==> src/rtl/uart_hd_tx.sv <==
// Half-duplex 8N1 UART transmitter that also owns the pad output-enable for a shared line.
// Latency: oe rises the edge after accept; start bit follows TURN_CYCLES later; 10*CLKS_PER_BIT per byte.
// Backpressure: tx_ready only in IDLE and the last STOP cycle; tx_valid at any other time is ignored.
//
// Ports:
//   clk, rst        rising-edge clock, synchronous active-high reset
//   tx_data[7:0]    byte to send, captured on the accept edge
//   tx_valid        producer has a byte
//   tx_ready        block can take a byte (decoded from state, forced low in reset)
//   oe              registered pad output-enable, high from accept through the trailing guard
//   tx_out          registered serial level to the pad, idles at 1
//   busy            high in every state other than IDLE
module uart_hd_tx #(
    parameter int CLKS_PER_BIT = 16,
    parameter int TURN_CYCLES  = 2
) (
    input  logic       clk,
    input  logic       rst,
    input  logic [7:0] tx_data,
    input  logic       tx_valid,
    output logic       tx_ready,
    output logic       oe,
    output logic       tx_out,
    output logic       busy
);

    localparam logic [2:0] S_IDLE  = 3'd0;
    localparam logic [2:0] S_LEAD  = 3'd1;
    localparam logic [2:0] S_START = 3'd2;
    localparam logic [2:0] S_DATA  = 3'd3;
    localparam logic [2:0] S_STOP  = 3'd4;
    localparam logic [2:0] S_TAIL  = 3'd5;

    localparam int BW = $clog2(CLKS_PER_BIT);
    // A zero-length guard still needs a 1-bit counter to exist; it is never advanced.
    localparam int GW = (TURN_CYCLES > 0) ? $clog2(TURN_CYCLES + 1) : 1;

    localparam logic [BW-1:0] BAUD_LAST  = BW'(CLKS_PER_BIT - 1);
    localparam logic [BW-1:0] BAUD_ONE   = BW'(1);
    localparam logic [GW-1:0] GUARD_LAST = GW'((TURN_CYCLES > 0) ? TURN_CYCLES - 1 : 0);
    localparam logic [GW-1:0] GUARD_ONE  = GW'(1);

    logic [2:0]    state;
    logic [BW-1:0] baud_cnt;
    logic [GW-1:0] guard_cnt;
    logic [2:0]    bit_idx;
    logic [7:0]    shreg;
    logic          bit_end;
    logic          accept;

    assign bit_end  = (baud_cnt == BAUD_LAST);
    // Ready in the final STOP cycle lets a queued byte chain straight into the next start bit.
    assign tx_ready = !rst && ((state == S_IDLE) || ((state == S_STOP) && bit_end));
    assign accept   = tx_valid && tx_ready;
    assign busy     = (state != S_IDLE);

    // tx_out and oe are loaded with the level of the state being entered, so the
    // registered outputs line up with the state register on the same edge.
    always_ff @(posedge clk) begin
        if (rst) begin
            state     <= S_IDLE;
            oe        <= 1'b0;
            tx_out    <= 1'b1;
            baud_cnt  <= '0;
            guard_cnt <= '0;
            bit_idx   <= '0;
            shreg     <= '0;
        end else begin
            case (state)
                S_IDLE: begin
                    if (accept) begin
                        shreg     <= tx_data;
                        oe        <= 1'b1;
                        baud_cnt  <= '0;
                        guard_cnt <= '0;
                        bit_idx   <= '0;
                        if (TURN_CYCLES == 0) begin
                            state  <= S_START;
                            tx_out <= 1'b0;
                        end else begin
                            state  <= S_LEAD;
                            tx_out <= 1'b1;
                        end
                    end
                end
                S_LEAD: begin
                    if (guard_cnt == GUARD_LAST) begin
                        guard_cnt <= '0;
                        state     <= S_START;
                        tx_out    <= 1'b0;
                    end else begin
                        guard_cnt <= guard_cnt + GUARD_ONE;
                    end
                end
                S_START: begin
                    if (bit_end) begin
                        baud_cnt <= '0;
                        bit_idx  <= '0;
                        state    <= S_DATA;
                        tx_out   <= shreg[0];
                    end else begin
                        baud_cnt <= baud_cnt + BAUD_ONE;
                    end
                end
                S_DATA: begin
                    if (bit_end) begin
                        baud_cnt <= '0;
                        if (bit_idx == 3'd7) begin
                            bit_idx <= '0;
                            state   <= S_STOP;
                            tx_out  <= 1'b1;
                        end else begin
                            bit_idx <= bit_idx + 3'd1;
                            shreg   <= {1'b0, shreg[7:1]};
                            // Next bit is shreg[1] before the shift lands.
                            tx_out  <= shreg[1];
                        end
                    end else begin
                        baud_cnt <= baud_cnt + BAUD_ONE;
                    end
                end
                S_STOP: begin
                    if (bit_end) begin
                        baud_cnt  <= '0;
                        guard_cnt <= '0;
                        if (accept) begin
                            // Back-to-back: keep the line driven, no turnaround guards.
                            shreg   <= tx_data;
                            bit_idx <= '0;
                            state   <= S_START;
                            tx_out  <= 1'b0;
                        end else if (TURN_CYCLES == 0) begin
                            state  <= S_IDLE;
                            oe     <= 1'b0;
                            tx_out <= 1'b1;
                        end else begin
                            state  <= S_TAIL;
                            tx_out <= 1'b1;
                        end
                    end else begin
                        baud_cnt <= baud_cnt + BAUD_ONE;
                    end
                end
                S_TAIL: begin
                    if (guard_cnt == GUARD_LAST) begin
                        guard_cnt <= '0;
                        state     <= S_IDLE;
                        oe        <= 1'b0;
                    end else begin
                        guard_cnt <= guard_cnt + GUARD_ONE;
                    end
                end
                default: begin
                    state     <= S_IDLE;
                    oe        <= 1'b0;
                    tx_out    <= 1'b1;
                    baud_cnt  <= '0;
                    guard_cnt <= '0;
                    bit_idx   <= '0;
                end
            endcase
        end
    end

endmodule

==> config.mk <==
export PLATFORM = sky130hd
export DESIGN_NAME = uart_hd_tx
export DESIGN_NICKNAME = d
export VERILOG_FILES = /design/src/rtl/uart_hd_tx.sv
export SDC_FILE = /design/constraint.sdc
export NUM_CORES = 1
export LEC_CHECK = 0
export BUFFER_PORTS_ARGS = -buffer_cell sky130_fd_sc_hd__clkbuf_2
export CAP_MARGIN = 10
export CORE_UTILIZATION = 48
export CTS_CLUSTER_DIAMETER = 50
export DETAILED_ROUTE_END_ITERATION = 10
export HOLD_SLACK_MARGIN = 0.08
export PLACE_DENSITY = 0.66
export RECOVER_POWER = 25
export SKIP_CTS_REPAIR_TIMING = 1
export SLEW_MARGIN = 10
export SYNTH_ARGS = -nofsm -noshare
export SYNTH_HDL_FRONTEND = slang
export SYNTH_SLANG_ARGS = --single-unit
==> constraint.sdc <==
create_clock -name clk -period 3.96 [get_ports clk]
set_input_delay 0.396 -clock clk [delete_from_list [all_inputs] [get_ports clk]]
set_output_delay 0.396 -clock clk [all_outputs]
set_load 0.03 [all_outputs]
# --- After elaboration in Yosys (flattened, before gate mapping) ---
# Cells that the tools add are included.
op_classes:
  addsub: 3
  n_eq_ne: 16
  muxes: 36
  bitwise: 4
  n_reduce_logical: 19
op_table:
  columns: ["cell", "n"]
  rows:
  - ["3-bit two-way mux", 13]
  - ["8-bit two-way mux", 4]
  - ["8-bit case mux with 3 select lines", 1]
  - ["3-bit case mux with 6 select lines", 1]
  - ["2-bit != test (second input constant)", 8]
  - ["3-bit case mux with 5 select lines", 1]
  - ["4-bit case mux with 3 select lines", 1]
  - ["3-bit == test (second input constant)", 3]
  - ["4-bit two-way mux", 2]
  - ["2-bit case mux with 4 select lines", 1]
  - ["4-bit AND reduction", 2]
  - ["1-bit two-way mux", 7]
  - ["7-bit AND reduction", 1]
  - ["3-bit by 2-bit == test with 1-bit output (second input constant)", 2]
  - ["2-bit two-way mux", 3]
  - ["1-bit case mux with 6 select lines", 1]
  - ["3-bit AND reduction", 2]
  - ["6-bit AND reduction", 1]
  - ["3-bit nonzero test", 2]
  - ["4-bit by 1-bit adder with 4-bit output (second input constant)", 1]
  - ["4-bit == test (second input constant)", 1]
  - ["1-bit inverter", 4]
  - ["2-bit OR reduction", 2]
  - ["4-bit OR reduction", 1]
  - ["other kinds (11)", 13]
totals:
  regBits: 22
  in_bits: 11

# --- Depth between registers and ports, before layout ---
depth:
  ltp_word: 8
  mapped_depth: 8
  depth_no_buf: 7

# --- Least setup slack after synthesis ---
# OpenSTA, ideal clock, no wires.
synth_path:
  path_kind: "reg-to-output"
  start: "register baud_cnt[0]"
  end: "output tx_ready"
  t_arrival_ps: 1398
  slack_ps: 2166
  path_stages_with_launch: 6
  n_path_buf: 1
  path_cell_list: "dfxtp_1 > ha_1 > and3_1 > buf_2 > o21ai_0 > nor2_1"
synth_via:
  elab_chain_len: 4
synth_rtl:
  columns: ["element", "line_no", "rtl"]
  rows:
  - ["start, declared", "44", "logic [BW-1:0] baud_cnt;"]
  - ["start signal, assigned", "102", "baud_cnt <= baud_cnt + BAUD_ONE;"]
  - ["start signal, assigned", "119", "baud_cnt <= baud_cnt + BAUD_ONE;"]
  - ["start signal, assigned", "141", "baud_cnt <= baud_cnt + BAUD_ONE;"]
  - ["4-bit == test", "51", "assign bit_end = (baud_cnt == BAUD_LAST);"]
  - ["1-bit logical AND", "53", "assign tx_ready = !rst && ((state == S_IDLE) || ((state == S_STOP) && bit_end));"]
  - ["1-bit logical OR", "53", null]
  - ["1-bit logical AND", "53", null]
  - ["end, declared", "21", "output logic tx_ready,"]
# No other way between the ends.

# --- Worst setup path after layout ---
layout_path:
  start: "register state[0]"
  end: "register shreg[4]"
layout_via:
  elab_chain_len: 8
  elab_cells_between_ends: 15
  classes_between: "eq/ne: 5; mux: 3; reduce/logical: 7"
layout_rtl:
  columns: ["element", "line_no", "rtl"]
  rows:
  - ["start, declared", "43", "logic [2:0] state;"]
  - ["start signal, assigned", "61", "state <= S_IDLE;"]
  - ["start signal, assigned", "78", "state <= S_START;"]
  - ["start signal, assigned", "81", "state <= S_LEAD;"]
  - ["3-bit == test", "53, 69", null]
  - ["1-bit logical AND", "53", null]
  - ["1-bit logical OR", "53", null]
  - ["1-bit logical AND", "53", null]
  - ["1-bit logical AND", "54", "assign accept = tx_valid && tx_ready;"]
  - ["8-bit two-way mux (2 in series)", null, null]
  - ["8-bit case mux with 3 select lines", "69", "case (state)"]
  - ["end signal, assigned", "72", "shreg <= tx_data;"]
  - ["end signal, assigned", "114", "shreg <= {1'b0, shreg[7:1]};"]
  - ["end signal, assigned", "128", "shreg <= tx_data;"]
  - ["end, declared", "47", "logic [7:0] shreg;"]
# Several ways; a longest one is shown, not always the timed one. The select of a mux whose other input is x is not followed.
# A chain may end at the register's enable or synchronous reset.

==> results.toml <==
[worst_setup_path]
r2r_slack_ps = 1390
worstRegToRegCells = 4
crit_path_end_kind = "flip-flop"
required_ps = 4180
critPathLaunchType = "flip-flop"
path_class = "reg -> reg"
max_stage_delay_ps = 780
r2r_start = "state[0]"
crit_chain = "nand3b_1, o31ai_4, nor2_1, a211oi_1"
r2r-end = "shreg[4]"
crit_path_max_fanout = 20
cp-endpoint = "shreg[4]"
critPathArrivalTime_ps = 2790
cpMaxStageDelayCell = "dfxtp_1"
cp-startpoint = "state[0]"

[global_route]
grt_usage = 0.2090
antenna_found_initial = 0
first_global_vias = 959
grt_pass1_wl_mm = 4.236
grt_overflow_total = 0
grt_max_degree = 27

[detailed_routing]
totalWireLength_mm = 2.633
first_pass_iters = 4
drt_iter0_drc = 31
drc = 0
vias = 1078
ant_nets = 0
routed_via_density = 5.734
wire_per_inst_um = 14.01

[sta]
holdWs_ps = 304.6
setup_tns_ps = 0
clock_skew_ps = 15.44
slew_headroom = 0.5181
fmax_mhz = 389.2
report.final.hold_viol_count = 0
final-max-slew-violation-count = 0
fin_crit_sh = 0.6488
grt_setup_unrepaired = "false"
fin_crit_ps = 2569
setup_viol = 0
worstMarginPinSlew_ps = 720.6

[clocking]
clk_pin_slew_ps = 130
clock-root-buffer = "clkbuf_4"
numCtsBuffers = 3
cts_tree = "done"
ctsLongestPathBuffers = 2
h-tree-depth = 1
cts.sinks = 22
clkLatencyLatePin_ps = 320

[logic_synthesis]
synthesis.area_sq_mm = 0.001280
synth_seq_cells = 22
synthTopCellsByArea = "dfxtp_1 (34%), nor2_1 (7.3%), mux2i_1 (7.0%)"
avgSynthCellArea_sq_um = 8.421
syn_inst = 152
ys.flop_type = "dfxtp_1"
async_flop_share = 0
yosysTopAreaCellShare = 0.3441
yosys_warnings = 0
synth_edf_count = 0
synth_most_common_cell = "nor2_1"
yosysUniqueCellTypes = 43
yosys.area.top_type = "dfxtp_1"
syn_nets = 166
synthTopCellsByCount = "nor2_1 (25), dfxtp_1 (22), a21oi_1 (11)"
yosysSeqAreaShare = 0.3441

[final_layout]
syn_to_final_growth_pct = 4.790
final_layout_size_suffix_gt1_frac = 0.1519
diodes = 0
finalCoreUtilization = 0.5365
final_nets = 174
fillers = 251

[floorplan]
coreArea_sq_mm = 0.002500
chipWidth_um = 53.64
rows = 18
ios = 15
die-area_sq_mm = 0.002877
die_h_um = 53.64
initial_core_util = 0.5120

[power_and_ir_drop]
p_per_area_mw_per_mm2 = 339.5
clockPowerShare = 0.230
p_leak_nw = 0.5313
intPower_w = 0.0003102
combPwrFrac = 0.216
power.share.switching = 0.3188
max-vdd-ir-drop_mv = 0.2655
p_switching_w = 0.0001452
seqPwrFrac = 0.554

[placed_design]
dp_hpwl_mm = 1.845
port_buffers = 14
gp_congestion = 0.8470

[run_status]
outcome = "completed"

[min_path]
hold_path_class = "in -> reg"

[run]
max-cap-violations = 0
## worst min-delay path by stage
| stage | startpoint | end | slack (ps) | depth (start not counted) |
|---|---|---|---|---|
| global placement | tx_out | tx_out | 450 | 2 |
| finish | tx_data[7] | shreg[7] | 300 | 3 |
| floorplan | shreg[7] | shreg[7] | 450 | 2 |
| global route | tx_data[7] | shreg[7] | 300 | 3 |
| detailed placement | tx_out | tx_out | 460 | 2 |
| CTS | tx_data[7] | shreg[7] | 310 | 3 |
## state kept, by name, indices dropped and copies added (netlist names)
register   cells
baud_cnt       4
bit_idx        3
guard_cnt      2
oe             1
shreg          8
state          3
tx_out         1
## cell type report
type | count | area [sq um] | share of cell area
multi-input combinational | 113 | 750.7 | 0.5597
sequential | 22 | 440.4 | 0.3284
timing repair buffer | 14 | 67.56 | 0.05037
tap | 30 | 37.54 | 0.02798
clock buffer | 3 | 22.52 | 0.01679
inverter | 6 | 22.52 | 0.01679
## cells by family after synthesis
logic type	after synthesis	synth area share
AND/OR/NAND/NOR	55	0.2297
AO/OA/AOI/OAI	45	0.2503
flip-flops	22	0.3441
buffers and inverters	17	0.06940
multiplexers	9	0.07038
adder cells (fa/ha/maj)	3	0.02933
XOR/XNOR	1	0.006844
## metrics by stage
step | cells | area, sq um | power, W | worst slack, ps
final | 188 | 1341 | 0.0004554 | 1391
after global routing | 188 | 1341 | 0.0004810 | 1152
after CTS | 188 | 1344 | 0.0004568 | 1434
after detailed placement | 185 | 1321 | 0.0003557 | 1471
after global placement | 185 | 1321 | 0.0003534 | 1590
after floorplan | 152 | 1280 | 0.0003371 | 2166
## power groups by stage
| stage | registers (W) | clock network (W) | logic, W |
|---|---|---|---|
| 2_1_floorplan | 0.000252 | 0 | 0.0000850 |
| 3_3_place_gp | 0.000256 | 0 | 0.0000970 |
| 3_5_place_dp | 0.000257 | 0 | 0.0000989 |
| 4_1_cts | 0.000252 | 0.000106 | 0.0000992 |
| 5_1_grt | 0.000255 | 0.000116 | 0.000110 |
| 6_report | 0.000252 | 0.000105 | 0.0000982 |
## routing by layer
metal  GRT usage  part of all wire
met5           0                 0
met4     0.05263            0.0076
met3     0.05932             0.034
met2      0.3417              0.46
met1      0.2694              0.50
## critical path, delay by kind of cell, from the launching register on
family / cells / cell delay (ps)
AO/OA/AOI/OAI: 2 / 940
flip-flops: 1 / 780
AND/OR/NAND/NOR: 2 / 750
## layout by cell type, fill, tap and decap left out, types with 3 or more instances in the layout
cell type / count
a211oi_1: 6
a21oi_1: 11
a31oi_1: 3
clkbuf_2: 12
clkbuf_4: 3
dfxtp_1: 22
ha_1: 3
inv_1: 6
mux2i_1: 9
nand2_1: 7
nand2b_1: 3
nand3_1: 3
nor2_1: 25
o21ai_0: 10
Power figures use the tool's default switching activity.
